**src/rtl/load_store_unit_if.sv**
```systemverilog
// Request/response channel between the core and the LSU, plus the word-wide data-memory bus.
// The slave modport is the LSU's view. The master modport is the core/memory side.
interface load_store_unit_if;
   logic        req_valid;
   logic        req_ready;
   logic        req_we;
   logic [2:0]  req_funct3;
   logic [31:0] req_addr;
   logic [31:0] req_wdata;
   logic        rsp_valid;
   logic [31:0] rsp_rdata;
   logic        rsp_err;
   logic [31:0] mem_A;
   logic [31:0] mem_WD;
   logic        mem_WE;
   logic [31:0] mem_RD;

   modport slave (
      input  req_valid, req_we, req_funct3, req_addr, req_wdata, mem_RD,
      output req_ready, rsp_valid, rsp_rdata, rsp_err, mem_A, mem_WD, mem_WE
   );

   modport master (
      output req_valid, req_we, req_funct3, req_addr, req_wdata, mem_RD,
      input  req_ready, rsp_valid, rsp_rdata, rsp_err, mem_A, mem_WD, mem_WE
   );
endinterface

```
**src/rtl/load_store_unit.sv**
```systemverilog
// RV32I load/store unit: byte/halfword/word accesses mapped onto a word memory, with RMW for SB/SH.
// Optional LSU_PERF_CNT_EN adds load/store/error counters.
module load_store_unit #(
   parameter int MEM_DEPTH = 1024,
   parameter int IDX_W     = 10
) (
   input  logic               clk,
   input  logic               rst,
   load_store_unit_if.slave   bus
`ifdef LSU_PERF_CNT_EN
   ,
   output logic [31:0]        cnt_load,
   output logic [31:0]        cnt_store,
   output logic [31:0]        cnt_err
`endif
);

   typedef enum logic [1:0] {S_IDLE, S_RD, S_WR, S_RESP} state_t;

   state_t             r_state;
   logic               r_we;
   logic [2:0]         r_f3;
   logic [1:0]         r_lane;
   logic [IDX_W-1:0]   r_idx;
   logic [31:0]        r_mem_wd;
   logic               r_mem_we;
   logic               r_ready;
   logic               r_rsp_valid;
   logic [31:0]        r_rdata;
   logic               r_err;
   logic               w_bad;

   // Any illegal funct3, misalignment or out-of-range word index rejects the request.
   function automatic logic req_bad(input logic we, input logic [2:0] f3, input logic [31:0] addr);
      logic bad_f3;
      logic misal;
      logic oor;
      if (we)
         bad_f3 = f3[2] | (f3 == 3'b011);
      else
         bad_f3 = (f3 == 3'b011) | (f3 == 3'b110) | (f3 == 3'b111);
      misal = ((f3[1:0] == 2'b01) && addr[0]) || ((f3[1:0] == 2'b10) && (addr[1:0] != 2'b00));
      oor   = {2'b00, addr[31:2]} >= 32'(MEM_DEPTH);
      return bad_f3 | misal | oor;
   endfunction

   function automatic logic [31:0] fmt_load(input logic [31:0] rd, input logic [2:0] f3,
                                            input logic [1:0] lane);
      logic [7:0]  b;
      logic [15:0] h;
      b = rd[8*lane +: 8];
      h = lane[1] ? rd[31:16] : rd[15:0];
      case (f3)
         3'b000:  return {{24{b[7]}}, b};
         3'b001:  return {{16{h[15]}}, h};
         3'b100:  return {24'b0, b};
         3'b101:  return {16'b0, h};
         default: return rd;
      endcase
   endfunction

   function automatic logic [31:0] merge_store(input logic [31:0] old, input logic [31:0] wd,
                                               input logic [2:0] f3, input logic [1:0] lane);
      logic [31:0] res;
      res = old;
      case (f3[1:0])
         2'b00:   res[8*lane +: 8]       = wd[7:0];
         2'b01:   res[16*lane[1] +: 16]  = wd[15:0];
         default: res                    = wd;
      endcase
      return res;
   endfunction

   assign w_bad = req_bad(bus.req_we, bus.req_funct3, bus.req_addr);

   always_ff @(posedge clk) begin
      if (rst) begin
         r_state     <= S_IDLE;
         r_we        <= 1'b0;
         r_f3        <= 3'b0;
         r_lane      <= 2'b0;
         r_idx       <= '0;
         r_mem_wd    <= 32'b0;
         r_mem_we    <= 1'b0;
         r_ready     <= 1'b1;
         r_rsp_valid <= 1'b0;
         r_rdata     <= 32'b0;
         r_err       <= 1'b0;
      end else begin
         case (r_state)
            S_IDLE: begin
               if (bus.req_valid) begin
                  r_we     <= bus.req_we;
                  r_f3     <= bus.req_funct3;
                  r_lane   <= bus.req_addr[1:0];
                  r_idx    <= bus.req_addr[IDX_W+1:2];
                  r_mem_wd <= bus.req_wdata;
                  r_ready  <= 1'b0;
                  if (w_bad) begin
                     r_err       <= 1'b1;
                     r_rdata     <= 32'b0;
                     r_rsp_valid <= 1'b1;
                     r_state     <= S_RESP;
                  end else if (!bus.req_we || bus.req_funct3[1:0] != 2'b10) begin
                     r_state <= S_RD;
                  end else begin
                     r_mem_we <= 1'b1;
                     r_state  <= S_WR;
                  end
               end
            end
            // Loads finish here; sub-word stores merge into the fetched word.
            S_RD: begin
               if (!r_we) begin
                  r_rdata     <= fmt_load(bus.mem_RD, r_f3, r_lane);
                  r_err       <= 1'b0;
                  r_rsp_valid <= 1'b1;
                  r_state     <= S_RESP;
               end else begin
                  r_mem_wd <= merge_store(bus.mem_RD, r_mem_wd, r_f3, r_lane);
                  r_mem_we <= 1'b1;
                  r_state  <= S_WR;
               end
            end
            S_WR: begin
               r_mem_we    <= 1'b0;
               r_rdata     <= 32'b0;
               r_err       <= 1'b0;
               r_rsp_valid <= 1'b1;
               r_state     <= S_RESP;
            end
            default: begin
               r_rsp_valid <= 1'b0;
               r_rdata     <= 32'b0;
               r_err       <= 1'b0;
               r_idx       <= '0;
               r_mem_wd    <= 32'b0;
               r_ready     <= 1'b1;
               r_state     <= S_IDLE;
            end
         endcase
      end
   end

`ifdef LSU_PERF_CNT_EN
   always_ff @(posedge clk) begin
      if (rst) begin
         cnt_load  <= 32'b0;
         cnt_store <= 32'b0;
         cnt_err   <= 32'b0;
      end else if (r_state == S_RESP) begin
         if (r_err)
            cnt_err <= cnt_err + 32'd1;
         else if (r_we)
            cnt_store <= cnt_store + 32'd1;
         else
            cnt_load <= cnt_load + 32'd1;
      end
   end
`endif

   assign bus.req_ready = r_ready;
   assign bus.rsp_valid = r_rsp_valid;
   assign bus.rsp_rdata = r_rdata;
   assign bus.rsp_err   = r_err;
   assign bus.mem_A     = {{(32-IDX_W){1'b0}}, r_idx};
   assign bus.mem_WD    = r_mem_wd;
   // Gate with reset so an abandoned RMW never reaches memory.
   assign bus.mem_WE    = r_mem_we & ~rst;

endmodule

```
**src/flat_wrapper.sv**
```systemverilog
// flat-port wrapper written by rule: the top's interface ports become plain ports
module load_store_unit_flat 
#(
   parameter int MEM_DEPTH = 1024,
   parameter int IDX_W     = 10
)
  (clk, rst, bus_req_valid, bus_req_we, bus_req_funct3, bus_req_addr, bus_req_wdata, bus_mem_RD, bus_req_ready, bus_rsp_valid, bus_rsp_rdata, bus_rsp_err, bus_mem_A, bus_mem_WD, bus_mem_WE);
  load_store_unit_if bus_i ();
  input  logic clk;
  input  logic rst;
  input wire logic [$bits(bus_i.req_valid)-1:0] bus_req_valid;
  input wire logic [$bits(bus_i.req_we)-1:0] bus_req_we;
  input wire logic [$bits(bus_i.req_funct3)-1:0] bus_req_funct3;
  input wire logic [$bits(bus_i.req_addr)-1:0] bus_req_addr;
  input wire logic [$bits(bus_i.req_wdata)-1:0] bus_req_wdata;
  input wire logic [$bits(bus_i.mem_RD)-1:0] bus_mem_RD;
  output wire logic [$bits(bus_i.req_ready)-1:0] bus_req_ready;
  output wire logic [$bits(bus_i.rsp_valid)-1:0] bus_rsp_valid;
  output wire logic [$bits(bus_i.rsp_rdata)-1:0] bus_rsp_rdata;
  output wire logic [$bits(bus_i.rsp_err)-1:0] bus_rsp_err;
  output wire logic [$bits(bus_i.mem_A)-1:0] bus_mem_A;
  output wire logic [$bits(bus_i.mem_WD)-1:0] bus_mem_WD;
  output wire logic [$bits(bus_i.mem_WE)-1:0] bus_mem_WE;
  assign bus_i.req_valid = bus_req_valid;
  assign bus_i.req_we = bus_req_we;
  assign bus_i.req_funct3 = bus_req_funct3;
  assign bus_i.req_addr = bus_req_addr;
  assign bus_i.req_wdata = bus_req_wdata;
  assign bus_i.mem_RD = bus_mem_RD;
  assign bus_req_ready = bus_i.req_ready;
  assign bus_rsp_valid = bus_i.rsp_valid;
  assign bus_rsp_rdata = bus_i.rsp_rdata;
  assign bus_rsp_err = bus_i.rsp_err;
  assign bus_mem_A = bus_i.mem_A;
  assign bus_mem_WD = bus_i.mem_WD;
  assign bus_mem_WE = bus_i.mem_WE;
  load_store_unit #(.MEM_DEPTH(MEM_DEPTH), .IDX_W(IDX_W)) u_core (.clk(clk), .rst(rst), .bus(bus_i));
endmodule
```
**config.mk**
```make
export PLATFORM = sky130hd
export DESIGN_NAME = load_store_unit_flat
export DESIGN_NICKNAME = d
export VERILOG_FILES = /design/src/rtl/load_store_unit_if.sv /design/src/rtl/load_store_unit.sv /design/src/flat_wrapper.sv
export SDC_FILE = /design/constraint.sdc
export NUM_CORES = 1
export LEC_CHECK = 0
export CORE_MARGIN = 8
export CORE_UTILIZATION = 65
export CTS_BUF_LIST = sky130_fd_sc_hd__clkbuf_4 sky130_fd_sc_hd__clkbuf_8
export DETAILED_ROUTE_END_ITERATION = 7
export DONT_BUFFER_PORTS = 1
export PLACE_DENSITY = 0.86
export SLEW_MARGIN = 30
export SYNTH_ARGS = -nofsm -noshare
export SYNTH_HDL_FRONTEND = slang
export SYNTH_SLANG_ARGS = --single-unit
export TNS_END_PERCENT = 20
```
**constraint.sdc**
```tcl
create_clock -name clk -period 3.85 [get_ports clk]
set_input_delay 0 -clock clk [delete_from_list [all_inputs] [get_ports clk]]
set_output_delay 0 -clock clk [all_outputs]
set_load 0.01 [all_outputs]
```
==> results.yml <==
run_status:
  outcome: "complete, but fails checks"
  violations: "design-rule violations, negative hold slack"
clock_tree:
  clkTransAtPathRegs_ns: 0.10
  cts_repair_resize_count: 0
  cts_sinks: 86
  cts_tree: "done"
  numCtsBuffers: 9
  root_buffer: "clkbuf_8"
  clock_path_buffers: 2
  cts_htree_levels: 3
  insertion_delay_ns: 0.38
synth:
  synth_flop_cell: "dfxtp_1"
  ys_seq_area_share_pct: 32.4
  syn_area_per_cell_um2: 8.32
  synthesis.area_um2: 5320
  synth_async_sr_flop_share_pct: 0
  yosysWarnings: 0
  yosys.area.top_type: "dfxtp_1"
  synth_cells: 639
  synth_area_leaders: "dfxtp_1 32%, mux2i_1 7.5%, a221oi_1 5.3%"
  ys_ff_latch: 86
  synth_top_area_share_pct: 32.4
  synth_cell_type_count: 54
  synth_edf_count: 0
floorplan:
  die_w_um: 106
  io_pins: 203
  die_h_um: 106
  dieArea_um2: 11300
  start_util_pct: 65.7
  row_count: 33
  coreArea_um2: 8090
sta:
  fin_crit_sh_pct: 75.6
  max_freq_mhz: 343
  rsz0062_at_grt: "false"
  layout_min_cycle_time_ns: 2.91
  worst_pin_slew_ns: 0.768
  finalMaxSlewViolations: 0
  whs_ns: -0.00290
  setup_viol: 0
  finalHoldViolCount: 2
  setup_tns_ns: 0
  maxSlewHeadroom_pct: 48.4
  clock_skew_ns: 0.0141
drt:
  dr.pass1.iters: 8
  viasPerCell: 7.03
  ant_nets: 0
  via_count: 5647
  route.top_layer_used: "met5"
  drt-met1-wl_um: 6630
  met2_length_um: 9010
  wire_per_inst_um: 25.1
  drc: 1
  drtIter0Drc: 825
  drt_wl_total_um: 20100
  wl_met3_um: 3290
power_and_ir_drop:
  swShare_pct: 47.6
  vdd_drop_max_mv: 0.343
  pwr_density_cell_nw_per_um2: 690
  p_sw_mw: 2.06
  clkPwrFrac_pct: 14.7
  p_comb_share_pct: 49.8
  fin_total_pwr_mw: 4.34
  seqPwrFrac_pct: 35.5
  p_leak_nw: 2.44
  intPower_mw: 2.28
cells_and_area:
  final_layout_size_suffix_gt1_share_pct: 8.33
  fin_nets: 803
  num-fill-cells: 493
  regArea_um2: 1720
  multiInputGateArea_um2: 3150
  area_growth_pct: 18.3
worst_setup_path:
  cp.required_ns: 4.15
  crit_fanout: 32
  rr_worst_depth: 7
  arrival_ns: 3.21
  startpoint_type: "flop"
  end_kind: "flop"
  critPathKind: "reg -> reg"
global_routing:
  grt_max_degree: 88
  antenna_found_initial: 3
  grt_use_total_pct: 35.3
  grt_pass1_wl_um: 31600
  grt-ovfl-total: 0
  first_global_vias: 5478
place:
  dp_hpwl_um: 11900
  gp_congestion: 0.912
  io_buffers: 0
job:
  maxCapViolCount: 0
hold_path:
  min_path_cells: 2
  hp-class: "in -> reg"
cell usage after synthesis (all sizes together), types with 16 or more instances:
library cell	n
dfxtp	86
a21oi	51
nor2	51
mux2i	40
clkbuf	38
nor3	37
buf	36
nor2b	35
nand2	34
a221oi	32
inv	32
o21ai	23
nand2b	18
mux2	17
a22o	16
a311oi	16
stage by stage:
stage	instance area [um^2]	utilization, %	setup slack (ns)	instances	hold WS, ns
4_1_cts	6250	77.3	0.902	800	0.0000409
5_1_grt	6290	77.8	0.855	803	0.0175
3_5_place_dp	5170	63.9	1.37	697	0.0825
2_1_floorplan	5400	-	1.60	660	0.163
6_report	6290	77.8	0.938	803	-0.00290
3_3_place_gp	5170	63.9	1.46	697	0.0824
power groups by stage:
stage	clock network [mW]	logic, mW	registers [mW]
5_1_grt	0.668	2.34	1.57
2_1_floorplan	0	1.61	1.42
6_report	0.638	2.16	1.54
3_5_place_dp	0	1.86	1.54
4_1_cts	0.625	2.00	1.52
3_3_place_gp	0	1.78	1.53
registers in the layout, indices dropped and copies added, names as in the netlist:
signal	cells
u_core.bus.mem_WD	32
u_core.bus.rsp_rdata	32
u_core.r_idx	10
u_core.r_f3	3
u_core.r_lane	2
u_core.r_state	2
u_core.bus.req_ready	1
u_core.bus.rsp_err	1
u_core.bus.rsp_valid	1
u_core.r_mem_we	1
u_core.r_we	1
cells by family after synthesis:
family | after synthesis | share of synthesized area, %
other | 1 | 0.0705
buffers and inverters | 107 | 10.5
DFF | 86 | 32.4
adders and majority gates | 9 | 2.12
AOI/OAI and AO/OA | 176 | 23.9
muxes | 58 | 11.6
and+or+nand+nor | 202 | 19.5
path summary, 6_finish.rpt:
kind	startpoint	slack, ns	to
worst max register to register	u_core.r_f3[1]	0.94	u_core.bus.mem_WD[3]
worst min-delay path	rst	-0.003	u_core.r_idx[5]
worst min register to register	u_core.r_lane[1]	0.48	u_core.r_lane[1]
worst max-delay path	u_core.r_f3[1]	0.94	u_core.bus.mem_WD[3]
area by class of cell:
type / count / share of cell area (%)
clock buffers: 11 / 2.41
clock inverters: 5 / 0.656
inverters: 33 / 2.05
repair buffers: 94 / 15.3
diodes: 2 / 0.0795
well taps: 105 / 2.09
flip-flops and latches: 86 / 27.4
multi-input cells: 467 / 50.1
repair_timing:
item,CTS,global route
buffers inserted,0,0
hold buffers,87,0
endpoints found under the hold margin,86,0
layer usage:
metal / vias to the layer above / global-route usage (%)
met4: 2 / 21.5
li1: 2390 / -
met5: - / 0
met1: 2536 / 40.3
met3: 161 / 16.2
met2: 558 / 52.8
cell usage in the layout, fill, tap and decap left out, drive strengths merged, types with 11 or more instances in the layout:
master	instances
mux2	17
dfxtp	86
a21oi	51
nor2b	35
clkbuf	11
nor3	37
dlygate4sd3	86
o21ai	23
mux2i	40
nor2	51
a22o	16
inv	34
nand2	34
nand2b	18
a311oi	16
conb	22
a221oi	32
critical path: stages, from the launching register on:
cell	delay [ns]
dfxtp_1	0.67
buf_4	0.36
clkinv_4	0.17
nand2_1	0.16
a211o_2	0.54
a221oi_1	0.12
dlygate4sd3_1	0.61
nor3_1	0.20
Power figures use the tool's default switching activity.
